==> src/rtl/div_pkg.sv <==
// Shared types for the iterative RV32M divider: operation codes, FSM states
// and small operation-class helpers.
package div_pkg;

  localparam int XLEN_DEFAULT = 32;

  typedef enum logic [1:0] {
    DIV  = 2'b00,
    DIVU = 2'b01,
    REM  = 2'b10,
    REMU = 2'b11
  } div_op_e;

  typedef enum logic [1:0] {
    IDLE = 2'b00,
    CALC = 2'b01,
    DONE = 2'b10
  } div_state_e;

  function automatic logic op_is_signed(input div_op_e op);
    return (op == DIV) || (op == REM);
  endfunction

  function automatic logic op_is_rem(input div_op_e op);
    return (op == REM) || (op == REMU);
  endfunction

endpackage

==> src/rtl/div_trial_sub.sv <==
// Combinational W-bit subtractor (a + ~b + 1) built from 4-bit carry-lookahead
// groups; borrow is the inverted carry-out.
module div_trial_sub #(
  parameter int W = 33
) (
  input  logic [W-1:0] a_i,
  input  logic [W-1:0] b_i,
  output logic [W-1:0] diff_o,
  output logic         borrow_o
);

  localparam int NG = (W + 3) / 4;
  localparam int PW = NG * 4;

  logic [PW-1:0] a_pad;
  logic [PW-1:0] bn_pad;
  logic [PW-1:0] gen_w;
  logic [PW-1:0] prop_w;
  logic [NG-1:0] grp_gen;
  logic [NG-1:0] grp_prop;
  logic [NG:0]   grp_carry;
  logic [W-1:0]  bit_carry;

  // Zero-extended operands make the pad bits pure propagate, so the group
  // carry-out at the top still reflects a >= b over the real W bits.
  assign a_pad  = PW'(a_i);
  assign bn_pad = ~PW'(b_i);
  assign gen_w  = a_pad & bn_pad;
  assign prop_w = a_pad ^ bn_pad;

  always_comb begin
    grp_gen  = '0;
    grp_prop = '0;
    for (int grp = 0; grp < NG; grp++) begin
      grp_gen[grp] = gen_w[4*grp+3]
                   | (prop_w[4*grp+3] & gen_w[4*grp+2])
                   | (prop_w[4*grp+3] & prop_w[4*grp+2] & gen_w[4*grp+1])
                   | (prop_w[4*grp+3] & prop_w[4*grp+2] & prop_w[4*grp+1] & gen_w[4*grp]);
      grp_prop[grp] = &prop_w[4*grp +: 4];
    end
  end

  always_comb begin
    grp_carry    = '0;
    grp_carry[0] = 1'b1;
    for (int grp = 0; grp < NG; grp++) begin
      grp_carry[grp+1] = grp_gen[grp] | (grp_prop[grp] & grp_carry[grp]);
    end
  end

  always_comb begin
    bit_carry = '0;
    diff_o    = '0;
    for (int i = 0; i < W; i++) begin
      bit_carry[i] = grp_carry[i/4];
      for (int j = (i/4)*4; j < i; j++) begin
        bit_carry[i] = gen_w[j] | (prop_w[j] & bit_carry[i]);
      end
      diff_o[i] = prop_w[i] ^ bit_carry[i];
    end
  end

  assign borrow_o = ~grp_carry[NG];

endmodule

==> src/rtl/div_seq_unit.sv <==
// Iterative restoring divider for DIV/DIVU/REM/REMU: one quotient bit per
// clock, valid/ready on both the request and result side.
//
//   state | meaning
//   IDLE  | o_ready high, waiting for a request
//   CALC  | XLEN shift/trial-subtract iterations on operand magnitudes
//   DONE  | o_valid high, sign-fixed result held until i_ready
module div_seq_unit
  import div_pkg::*;
#(
  parameter int XLEN = XLEN_DEFAULT
) (
  input  logic            i_clk,
  input  logic            i_rst_n,
  input  logic            i_valid,
  output logic            o_ready,
  input  logic [1:0]      i_op,
  input  logic [XLEN-1:0] i_a,
  input  logic [XLEN-1:0] i_b,
  output logic            o_valid,
  input  logic            i_ready,
  output logic [XLEN-1:0] o_result
);

  localparam int CW = $clog2(XLEN);
  localparam logic [XLEN-1:0] MIN_VAL = {1'b1, {(XLEN-1){1'b0}}};

  div_state_e      state_q, state_d;
  div_op_e         op_q, op_d;
  logic [XLEN-1:0] dvd_q, dvd_d;
  logic [XLEN-1:0] dvs_q, dvs_d;
  logic [XLEN-1:0] rem_q, rem_d;
  logic [XLEN-1:0] result_q, result_d;
  logic [CW-1:0]   cnt_q, cnt_d;
  logic            quo_neg_q, quo_neg_d;
  logic            rem_neg_q, rem_neg_d;

  div_op_e         in_op;
  logic            in_signed;
  logic            a_neg, b_neg;
  logic [XLEN-1:0] a_mag, b_mag;
  logic            b_zero, ovf, special;
  logic [XLEN-1:0] special_res;

  logic [XLEN:0]   rem_shift;
  logic [XLEN:0]   trial_diff;
  logic            trial_borrow;
  logic            q_bit;
  logic [XLEN-1:0] rem_next, dvd_next;
  logic [XLEN-1:0] fixed_res;

  assign in_op     = div_op_e'(i_op);
  assign in_signed = op_is_signed(in_op);
  assign a_neg     = in_signed & i_a[XLEN-1];
  assign b_neg     = in_signed & i_b[XLEN-1];
  assign a_mag     = a_neg ? (~i_a + XLEN'(1)) : i_a;
  assign b_mag     = b_neg ? (~i_b + XLEN'(1)) : i_b;

  assign b_zero      = (i_b == '0);
  assign ovf         = in_signed && (i_a == MIN_VAL) && (i_b == '1);
  assign special     = b_zero || ovf;
  assign special_res = op_is_rem(in_op) ? (b_zero ? i_a : '0)
                                        : (b_zero ? '1 : MIN_VAL);

  assign rem_shift = {rem_q, dvd_q[XLEN-1]};

  div_trial_sub #(.W(XLEN + 1)) u_trial_sub (
    .a_i      (rem_shift),
    .b_i      ({1'b0, dvs_q}),
    .diff_o   (trial_diff),
    .borrow_o (trial_borrow)
  );

  // A non-negative trial is always below dvs, so its MSB is zero; a set MSB
  // is treated like a borrow so the kept remainder always fits XLEN bits.
  assign q_bit    = ~trial_borrow & ~trial_diff[XLEN];
  assign rem_next = q_bit ? trial_diff[XLEN-1:0] : rem_shift[XLEN-1:0];
  assign dvd_next = {dvd_q[XLEN-2:0], q_bit};

  always_comb begin
    fixed_res = '0;
    if (op_is_rem(op_q)) begin
      fixed_res = rem_neg_q ? (~rem_next + XLEN'(1)) : rem_next;
    end else begin
      fixed_res = quo_neg_q ? (~dvd_next + XLEN'(1)) : dvd_next;
    end
  end

  always_comb begin
    state_d   = state_q;
    op_d      = op_q;
    dvd_d     = dvd_q;
    dvs_d     = dvs_q;
    rem_d     = rem_q;
    result_d  = result_q;
    cnt_d     = cnt_q;
    quo_neg_d = quo_neg_q;
    rem_neg_d = rem_neg_q;
    case (state_q)
      IDLE: begin
        if (i_valid) begin
          op_d      = in_op;
          dvd_d     = a_mag;
          dvs_d     = b_mag;
          rem_d     = '0;
          quo_neg_d = a_neg ^ b_neg;
          rem_neg_d = a_neg;
          cnt_d     = CW'(XLEN - 1);
          if (special) begin
            result_d = special_res;
            state_d  = DONE;
          end else begin
            state_d  = CALC;
          end
        end
      end
      CALC: begin
        rem_d = rem_next;
        dvd_d = dvd_next;
        cnt_d = cnt_q - CW'(1);
        if (cnt_q == '0) begin
          result_d = fixed_res;
          state_d  = DONE;
        end
      end
      DONE: begin
        if (i_ready) begin
          state_d = IDLE;
        end
      end
      default: state_d = IDLE;
    endcase
  end

  always_ff @(posedge i_clk or negedge i_rst_n) begin
    if (!i_rst_n) begin
      state_q   <= IDLE;
      op_q      <= DIV;
      dvd_q     <= '0;
      dvs_q     <= '0;
      rem_q     <= '0;
      result_q  <= '0;
      cnt_q     <= '0;
      quo_neg_q <= 1'b0;
      rem_neg_q <= 1'b0;
    end else begin
      state_q   <= state_d;
      op_q      <= op_d;
      dvd_q     <= dvd_d;
      dvs_q     <= dvs_d;
      rem_q     <= rem_d;
      result_q  <= result_d;
      cnt_q     <= cnt_d;
      quo_neg_q <= quo_neg_d;
      rem_neg_q <= rem_neg_d;
    end
  end

  assign o_ready  = (state_q == IDLE);
  assign o_valid  = (state_q == DONE);
  assign o_result = result_q;

endmodule
==> config.mk <==
export PLATFORM = sky130hd
export DESIGN_NAME = div_seq_unit
export DESIGN_NICKNAME = d
export VERILOG_FILES = /design/src/rtl/div_pkg.sv /design/src/rtl/div_trial_sub.sv /design/src/rtl/div_seq_unit.sv
export SDC_FILE = /design/constraint.sdc
export NUM_CORES = 1
export LEC_CHECK = 0
export BUFFER_PORTS_ARGS = -buffer_cell sky130_fd_sc_hd__buf_4
export CAP_MARGIN = 30
export CORE_UTILIZATION = 63
export CTS_BUF_LIST = sky130_fd_sc_hd__clkbuf_2
export DETAILED_ROUTE_END_ITERATION = 10
export PLACE_DENSITY = 0.84
export SYNTH_ARGS = -nofsm -noshare
export SYNTH_HDL_FRONTEND = slang
export SYNTH_SLANG_ARGS = --single-unit
==> constraint.sdc <==
create_clock -name i_clk -period 5.8 [get_ports i_clk]
set_input_delay 1.16 -clock i_clk [delete_from_list [all_inputs] [get_ports i_clk]]
set_output_delay 1.16 -clock i_clk [all_outputs]
set_load 0.02 [all_outputs]
# After elaboration in Yosys (flattened, before gate mapping)
# Index checks and enable logic that the tools add are counted.
# W data, S select, Z words.
[classes]
addsub = 5
n_lt_le_gt_ge = 0
n_eq_ne = 12
n_div = 0
shift = 0
n_bitwise = 181
reduce_logical = 24
mul = 0
n_mux = 24
[ops]
columns = ["operator", "n"]
rows = [
  ["$mux W32", 13],
  ["$pmux W32 S2", 3],
  ["$add A32 B1 Y32 const B", 4],
  ["$not A32 Y32", 4],
  ["$and A1 B1 Y1", 79],
  ["$eq A32 B32 Y1 const B", 2],
  ["$or A1 B1 Y1", 60],
  ["$reduce_and A4 Y1", 10],
  ["$and A33 B36 Y36", 1],
  ["$not A32 Y36", 1],
  ["$xor A33 B36 Y36", 1],
  ["$xor A1 B1 Y1", 33],
  ["$logic_not A32 Y1", 1],
  ["$mux W31", 1],
  ["$eq A2 B2 Y1 const B", 5],
  ["$pmux W5 S2", 1],
  ["$mux W2", 4],
  ["$pmux W2 S3", 1],
  ["$logic_not A5 Y1", 1],
  ["$mux W5", 1],
  ["$sub A5 B1 Y5 const B", 1],
  ["$logic_not A2 Y1", 2],
  ["$logic_or A1 B1 Y1", 4],
  ["$ne A2 B1 Y1 const B", 2],
  ["7 further kinds", 11],
]
[word_totals]
input_bits = 70
mem_count = 0
ff_bits = 139
output_inout_bits = 34
rom_bits = 0
mem_bits_rw = 0
word_cells = 255
latchBits = 0

# Depth between registers and ports, before layout
# Gate-level depths: netlist of the first run.
[logic_depth]
depth_word = 33
ltp_mapped = 21
mapped_depth_nobuf = 21

# Cells and area by module
# From an unflattened synthesis of the first run, not the netlist that was laid out.
[hier_totals]
cells_unflattened = 1376
hier_area_um2 = 11404.7
[by_module_without_submodules]
columns = ["module", "seq_area_each_um2", "area_per_inst_um2", "instances", "cells_each"]
rows = [
  ["div_seq_unit", 3453.3, 9776.9, 1, 1173],
  ["div_trial_sub", 0.0, 1627.8, 1, 203],
]

# Least setup slack after synthesis of the first run
# OpenSTA, ideal clock, no wires.
[synth_timing]
kind = "reg-to-reg"
startpoint = "reg rem_q[28]"
endpoint = "reg result_q[28], in the netlist o_result[28]"
synth_period_minus_slack_ps = 4935
setup_time_ps = 69
t_required_ps = 5731
slack_ps = 865
stages_incl_launch_ff = 20
path_buffers = 1
arrival_ps = 4866
cell_sequence = "dfrtp_1 > ha_1 > a21o_1 > a21o_1 > a221o_1 > mux2i_1 > o41ai_2 > nor2_2 > clkbuf_1 > nand2_1 > nand2_1 > ha_1 > inv_1 > nor4_1 > nand4_1 > or2_2 > or4_1 > a22o_1 > a211o_1 > nand3_1"
[synth_via]
elab_chain_len = 15
elab_cells_between_ends = 25
classes_between = "add/sub: 2; mux: 6; bitwise: 16; reduce/logical: 1"
[synth_lines]
columns = ["item", "line_no", "text"]
rows = [
  ["start: declaration", "div_seq_unit.sv:32", "logic [XLEN-1:0] rem_q, rem_d;"],
  ["start signal: assignment", "div_seq_unit.sv:151", "rem_q <= rem_d;"],
  ["$and A33 B36 Y36 / $xor A33 B36 Y36 (equally long branches)", "div_trial_sub.sv:28, div_trial_sub.sv:29", ""],
  ["$and A1 B1 Y1, on equally long branches", "div_trial_sub.sv:37, div_trial_sub.sv:38", ""],
  ["$or A1 B1 Y1 / $and A1 B1 Y1 (equally long branches)", "div_trial_sub.sv:37, div_trial_sub.sv:38", ""],
  ["$or A1 B1 Y1", "div_trial_sub.sv:38", "| (prop_w[4*grp+3] & prop_w[4*grp+2] & prop_w[4*grp+1] & gen_w[4*grp]);"],
  ["$or A1 B1 Y1 (*)", "div_trial_sub.sv:47", "grp_carry[grp+1] = grp_gen[grp] | (grp_prop[grp] & grp_carry[grp]);"],
  ["$and A1 B1 Y1 / $xor A1 B1 Y1 (equally long branches)", "div_trial_sub.sv:47, div_trial_sub.sv:59", ""],
  ["$or A1 B1 Y1 / $not A1 Y1 (equally long branches)", "div_trial_sub.sv:47, div_seq_unit.sv:76", ""],
  ["$and A1 B1 Y1 (*)", "div_seq_unit.sv:76", "assign q_bit = ~trial_borrow & ~trial_diff[XLEN];"],
  ["$mux W32", "div_seq_unit.sv:77", "assign rem_next = q_bit ? trial_diff[XLEN-1:0] : rem_shift[XLEN-1:0];"],
  ["$not A32 Y32", "div_seq_unit.sv:83", "fixed_res = rem_neg_q ? (~rem_next + XLEN'(1)) : rem_next;"],
  ["$add A32 B1 Y32", "div_seq_unit.sv:83", ""],
  ["$mux W32", "div_seq_unit.sv:83", ""],
  ["$mux W32 (*)", "div_seq_unit.sv:82", "if (op_is_rem(op_q)) begin"],
  ["$mux W32 (*)", "div_seq_unit.sv:121", "if (cnt_q == '0) begin"],
  ["$pmux W32 S2 (*)", "div_seq_unit.sv:99", "case (state_q)"],
  ["end signal: assignment", "div_seq_unit.sv:152", "result_q <= result_d;"],
  ["end: declaration", "div_seq_unit.sv:33", "logic [XLEN-1:0] result_q, result_d;"],
]
# Every way passes the cells marked *; elsewhere a longest branch is shown, timed or not. The select of a mux whose other input is x is not followed.
# A chain may end at the register's enable or synchronous reset.

# Final worst setup path of the first run
[layout_timing]
startpoint = "reg dvd_q[31]"
endpoint = "reg result_q[28], in the netlist o_result[28]"
[layout_via]
elab_chain_len = 28
elab_cells_between_ends = 105
classes_between = "add/sub: 2; mux: 6; bitwise: 96; reduce/logical: 1"
[layout_lines]
columns = ["item", "line_no", "text"]
rows = [
  ["start: declaration", "div_seq_unit.sv:30", "logic [XLEN-1:0] dvd_q, dvd_d;"],
  ["start signal: assignment", "div_seq_unit.sv:149", "dvd_q <= dvd_d;"],
  ["$and A33 B36 Y36", "div_trial_sub.sv:28", "assign gen_w = a_pad & bn_pad;"],
  ["$and A1 B1 Y1", "div_trial_sub.sv:38", ""],
  ["$or A1 B1 Y1", "div_trial_sub.sv:38", ""],
  ["$or A1 B1 Y1", "div_trial_sub.sv:47", ""],
  ["$and A1 B1 Y1", "div_trial_sub.sv:47", ""],
  ["$or A1 B1 Y1", "div_trial_sub.sv:47", ""],
  ["$and A1 B1 Y1", "div_trial_sub.sv:47", ""],
  ["$or A1 B1 Y1", "div_trial_sub.sv:47", ""],
  ["[12 not listed]", "--", ""],
  ["$and A1 B1 Y1 / $xor A1 B1 Y1 (equally long branches)", "div_seq_unit.sv:76, div_trial_sub.sv:59", ""],
  ["$mux W32", "div_seq_unit.sv:77", ""],
  ["$not A32 Y32", "div_seq_unit.sv:83", ""],
  ["$add A32 B1 Y32", "div_seq_unit.sv:83", ""],
  ["$mux W32", "div_seq_unit.sv:83", ""],
  ["$mux W32 (*)", "div_seq_unit.sv:82", ""],
  ["$mux W32 (*)", "div_seq_unit.sv:121", ""],
  ["$pmux W32 S2 (*)", "div_seq_unit.sv:99", ""],
]
# Marked as above.

==> results of run 1 <==
==> kinds of logic after synthesis <==
| family | after synthesis |
|---|---|
| buffers and inverters | 145 |
| AO/OA/AOI/OAI | 439 |
| multiplexers | 32 |
| AND/OR/NAND/NOR | 455 |
| flip-flops | 138 |
| adder cells (fa/ha/maj) | 63 |
| XOR/XNOR | 132 |
==> metal layers <==
layer	vias to the layer above	wire length [um]
met5	-	0
met4	0	1580
met3	127	3080
met2	626	15900
met1	5493	14200
li1	5275	-
==> sequential cells by signal, indices dropped and copies added, names as in the netlist <==
register   count
quo_neg_q      1
cnt_q          5
op_q           1
dvs_q         32
o_result      32
dvd_q         32
rem_q         32
rem_neg_q      1
state_q        2
==> final cells by class <==
class                      count  share of cell area
clock buffer                  17             0.00669
timing repair buffer         131              0.0807
multi-input combinational   1121               0.589
sequential                   138               0.271
inverter                      65              0.0192
antenna                        1            0.000197
tap                          229              0.0225
clock inverter                15             0.00994
==> metrics by stage <==
| step | hold WS [ps] | total power, mW | area (um^2) | instances | util |
|---|---|---|---|---|---|
| 4_1_cts | 480 | 7.56 | 12700 | 1714 | 0.706 |
| 3_5_place_dp | 470 | 7.00 | 12500 | 1682 | 0.694 |
| 2_1_floorplan | 450 | 5.55 | 11500 | 1404 | - |
| 5_1_grt | 173 | 8.30 | 12700 | 1717 | 0.708 |
| 6_report | 171 | 7.72 | 12700 | 1717 | 0.708 |
| 3_3_place_gp | 466 | 6.83 | 12400 | 1680 | 0.692 |
==> where the power goes <==
group          switching (mW)  total [mW]  internal [mW]
logic                    3.40        5.42           2.02
clock network           0.408       0.562          0.154
registers               0.433        1.74           1.31
total                    4.24        7.72           3.48
==> final timing paths <==
kind / startpoint / end / slack [ps] / cells past startpoint
worst max-delay path: dvd_q[31] / o_result[28] / 330 / 17
worst min-delay path: i_rst_n / dvs_q[25] / 170 / 1
worst max register to register: dvd_q[31] / o_result[28] / 330 / 17
worst min register to register: dvs_q[29] / dvs_q[29] / 510 / 2
max in group asynchronous: i_rst_n / rem_q[6] / 4790 / 2
min in group i_clk: dvs_q[29] / dvs_q[29] / 510 / 2
==> timing repair <==
action / 4_1_cts / 5_1_grt
setup endpoints to repair: 0 / 2
resized for setup: 0 / 1
hold endpoints to repair: 0 / 0
==> worst max-delay path: stages (launching register included) <==
cell and delay [ps]:
dfrtp_1 450, inv_1 80, ha_1 330, o21ai_0 270, a221oi_1 190, o21ai_1 240, nand2b_1 130, fa_1 390
fa_1 400, fa_1 510, or3_1 420, nor4_1 280, nand4_1 260, or2_2 400, or4_1 510, a22o_1 210
a211o_1 300, nand3_1 60
==> placed cells by master (no fill, tap or decap), types with 15 or more instances in the layout <==
cell type	count
o31ai_1	37
nor2_1	79
xnor2_1	68
buf_4	126
dfrtp_1	138
inv_1	62
clkbuf_2	17
nand4_1	19
a21oi_1	71
xor2_1	64
nand2_1	131
a31oi_1	17
fa_1	23
nor2b_1	15
a22oi_1	34
or4_1	16
mux2i_1	28
nor4_1	21
nand3_1	58
o21ai_0	177
ha_1	40
a211oi_1	16
nor3_1	46
==> results.cfg, run 1 <==
[pwr]
power_density_over_cell_area_mw_per_mm2 = 607
vdd_ir_drop_max_uv = 667
leakagePower_nw = 5.24

[synth]
synth_area_mm2 = 0.0115
ys_dominant_reg_cell = dfrtp_1
synth_xor_xnor_area_share = 0.100
yosys-mux-area-fraction = 0.0283
most_frequent_cell_after_synthesis = o21ai_0
synth_cells = 1404
synthTopCellsByCount = 178 x o21ai_0, 138 x dfrtp_1, 132 x nand2_1
post_synth_fa_ha_maj_area_fraction = 0.0835
synthSimpleGateAreaFrac = 0.197
syn_avg_cell_area_um2 = 8.20
netlist-cell-type-count = 81
seq_area_frac_synth = 0.300
yosys-top-cells-area = dfrtp_1 30%, o21ai_0 7.7%, xnor2_1 5.2%
largest_family_of_logic_cells_by_synthesized_area = compound AO/OA/AOI/OAI gates
synth_warnings = 0
synth-compound-area-share = 0.239
ys_seq_elements = 138
yosys.area.top_type = dfrtp_1
synthDominantCellAreaShare = 0.300
ys_async_sr_fraction = 1.00
synth_enable_flop_cells = 0
postSynthNetCount = 1537

[global_route]
grt_util_all_layers = 0.384
globalRoute.totalOverflow = 0
use_met3 = 0.0876
antenna_found_initial = 1
use_met2 = 0.600
grt_busiest_layer = met2
first_global_vias = 10800
pin_count_of_the_biggest_net_entering_global_routing = 102
routing_usage_on_met1 = 0.500
first_pass_grt_wire_length_um = 55200

[clock_tree]
postCtsHoldBufs = 0
clock_tree_root = clkbuf_2
max-clock-path-buffers = 2
cts_sinks = 138
clkTransAtPathRegs_ps = 230
postCtsSetupBuffers = 0
clock_tree_from_tritoncts = built
cts_buffers = 17
ctsHtreeMaxLevel = 4
clock_latency_ps = 820

[worst_setup_path]
path_max_fanout = 4
arr_time_crit_path_ps = 6250
crit_path_end_kind = register
setup.worst_path.class = register to register
data_required_time_of_the_critical_path_ps = 6580
setup.worst_path.start_class = register

[sta]
fin_crit_sh = 0.943
fin_ws_ps = 329
grt_setup_unrepaired = no
final.min_clock_period_ps = 5470
setup_viol_count_final = 0
worst_pin_slew_ps = 1030
f_max_ghz = 0.183
final.setup.tns_ps = 0
timing.max_slew.rel_slack = 0.306
final_hold_viol_count = 0
clock_skew_ps = 28.7
final-max-slew-violation-count = 0

[floorplanning]
core.rowCount = 49
floorplan_core_area_mm2 = 0.0180
die_ar_mm2 = 0.0188
die_x_um = 137
num_io_pins = 104
initial_utilization = 0.641
die_h_um = 137

[route]
wl_per_cell_um = 20.2
dr.pass1.iters = 6
drt_wl_total_um = 34700
route.detailed.drc = 0
detailroute.via_count = 11500
antenna_left = 0
route.detailed.vias_per_inst = 6.71
drt_iter0_markers = 1486

[cells_and_area]
drive_above_1_share = 0.134
layout.area.seq_mm2 = 0.00345
multiInputGateArea_mm2 = 0.00750
design.final.nets = 1607
syn2layout_area_growth_pct = 10.5
fillers = 1489

[place]
placement.setup.worst_slack_ps = 314
place_congestion = 0.996
dp_hpwl_um = 25700
port-buffer-count = 103

[run_status]
run_status = complete, no violations

[run]
maxCapViolCount = 0

[worst_hold_path]
hold_path_class = primary input to asynchronous set/reset pin
No activity file was read; power rests on OpenSTA's default activity.
==> inputs of run 2 (changes only) <==
--- a/config.mk
+++ b/config.mk
@@ -10,6 +10,7 @@
 export CORE_UTILIZATION = 63
 export CTS_BUF_LIST = sky130_fd_sc_hd__clkbuf_2
 export DETAILED_ROUTE_END_ITERATION = 10
+export MAX_ROUTING_LAYER = met4
 export PLACE_DENSITY = 0.84
 export SYNTH_ARGS = -nofsm -noshare
 export SYNTH_HDL_FRONTEND = slang
==> run 2 against run 1 <==
  * Clock skew increased by 13 ps
  * Register-to-register slack improved by 70 ps
  * Routed wire length increased by 2.0%
  * Fmax increased by 1.3%
  * Power increased by 2.4%
  * Critical path type unchanged
  * Critical endpoint unchanged
  * Largest power group unchanged
==> results.cfg, run 2 (same netlist as run 1, synthesis figures left out) <==
[route]
dr.max_layer_used = met4
detailroute.via_count = 11600
drt_iter0_markers = 1267
drt_wl_total_um = 35400
dr.pass1.iters = 8
drt-met1-wl_um = 14300
antenna_left = 0
detailroute.wirelength.met2_um = 16500
route.detailed.drc = 0
wl_per_cell_um = 20.6
routed-wl-met3_um = 3180
route.detailed.vias_per_inst = 6.76

[clock_tree]
clock_latency_ps = 790
clock_tree_from_tritoncts = built
clkTransAtPathRegs_ps = 220
clock_tree_root = clkbuf_2
post_cts.resized_instances = 0
postCtsHoldBufs = 0
postCtsSetupBuffers = 0
cts_buffers = 17
ctsHtreeMaxLevel = 4
max-clock-path-buffers = 2
cts_sinks = 138

[global_route]
grt_util_all_layers = 0.405
first_global_vias = 11300
antenna_found_initial = 1
first_pass_grt_wire_length_um = 56700
globalRoute.totalOverflow = 0
pin_count_of_the_biggest_net_entering_global_routing = 88

[worst_setup_path]
critical_path.max_stage_delay_ps = 510
setup.worst_path.start_class = register
cp_top_family = simple AND/OR/NAND/NOR gates
r2r_setup_slack_ps = 400
path_max_fanout = 8
crit_path_end_kind = register
timing.critical_path.buf_inv = 0
crit_path_start = rem_q[6]
setup.worst_path.class = register to register
cp_slowest_cell = fa_1
cp_common_cell = fa_1
worstReg2RegStart = rem_q[6]
crit_path_cell_trace = ha_1 -> a21oi_1 -> o21ai_0 -> o21ai_1 -> nand2b_1 -> fa_1 -> fa_1 -> fa_1 -> or3_1 -> nor4_1 -> nand4_1 -> or2_2 -> or4_1 -> a22o_1 -> a211o_1 -> nand3_1
data_required_time_of_the_critical_path_ps = 6530
arr_time_crit_path_ps = 6130

[floorplanning]
initial_utilization = 0.641
floorplan_core_area_mm2 = 0.0180
die_h_um = 137
die_ar_mm2 = 0.0188
core.rowCount = 49
die_x_um = 137
num_io_pins = 104

[cells_and_area]
layout.cells.most_common_list = 177 x o21ai_0, 138 x dfrtp_1, 131 x nand2_1
fillers = 1489
design.final.nets = 1607
post-route-cell-area_mm2 = 0.0128
syn2layout_area_growth_pct = 10.9
layout_commonest_cell = o21ai_0
drive_above_1_share = 0.136
non_filler_instance_count_after_layout = 1717

[place]
place_congestion = 0.991
dp_hpwl_um = 25900
port-buffer-count = 103
placed_instance_area_mm2 = 0.0125
numPlacedInstances = 1683

[pwr]
power_density_over_cell_area_mw_per_mm2 = 619
p_total_mw = 7.90
vdd_ir_drop_max_uv = 695
leakagePower_nw = 5.26

[sta]
f_max_ghz = 0.185
grt_setup_unrepaired = no
setup_viol_count_final = 0
final.setup.tns_ps = 0
final_hold_viol_count = 0
final.min_clock_period_ps = 5400
worst_pin_slew_ps = 940
fin_crit_sh = 0.932
worst_hold_slack_ps = 393
timing.max_slew.rel_slack = 0.357
clock_skew_ps = 42.0
final-max-slew-violation-count = 0

[run]
maxCapViolCount = 0

[worst_hold_path]
hold_path_class = primary input to asynchronous set/reset pin

[run_status]
run_status = complete, no violations
## run 2: power by group
| part | total, mW | leakage, nW | internal (mW) | switching, mW |
|---|---|---|---|---|
| Sequential | 1.74 | 1.76 | 1.31 | 0.437 |
| Clock | 0.641 | 0.142 | 0.240 | 0.401 |
| Combinational | 5.52 | 3.35 | 2.04 | 3.47 |
| Total | 7.90 | 5.26 | 3.59 | 4.31 |
## run 2: final cells by class
| type | instances | area (um^2) | share of cell area |
|---|---|---|---|
| multi-input combinational | 1121 | 7510 | 0.588 |
| sequential | 138 | 3450 | 0.271 |
| timing repair buffer | 131 | 1010 | 0.0795 |
| tap | 229 | 287 | 0.0224 |
| inverter | 65 | 244 | 0.0191 |
| clock inverter | 15 | 173 | 0.0135 |
| clock buffer | 17 | 85.1 | 0.00666 |
| antenna | 1 | 2.50 | 0.000196 |
## run 2: final timing paths
kind,end,depth (start not counted)
worst max-delay path,o_result[28],16
worst min-delay path,dvs_q[28],1
worst max register to register,o_result[28],16
worst min register to register,dvs_q[24],2
max in group asynchronous,rem_q[15],2
min in group i_clk,dvs_q[24],2
## run 2: stage by stage
stage / worst slack (ps) / utilization
after global routing: 50.8 / 0.711
after floorplan: 865 / -
after CTS: 348 / 0.708
after global placement: 573 / 0.693
after detailed placement: 419 / 0.694
final: 397 / 0.711
## run 2: metal layers
layer / GRT usage / vias up
met1: 0.511 / 5554
met5: - / -
li1: - / 5283
met2: 0.632 / 650
met3: 0.0740 / 126
met4: 0.186 / 0
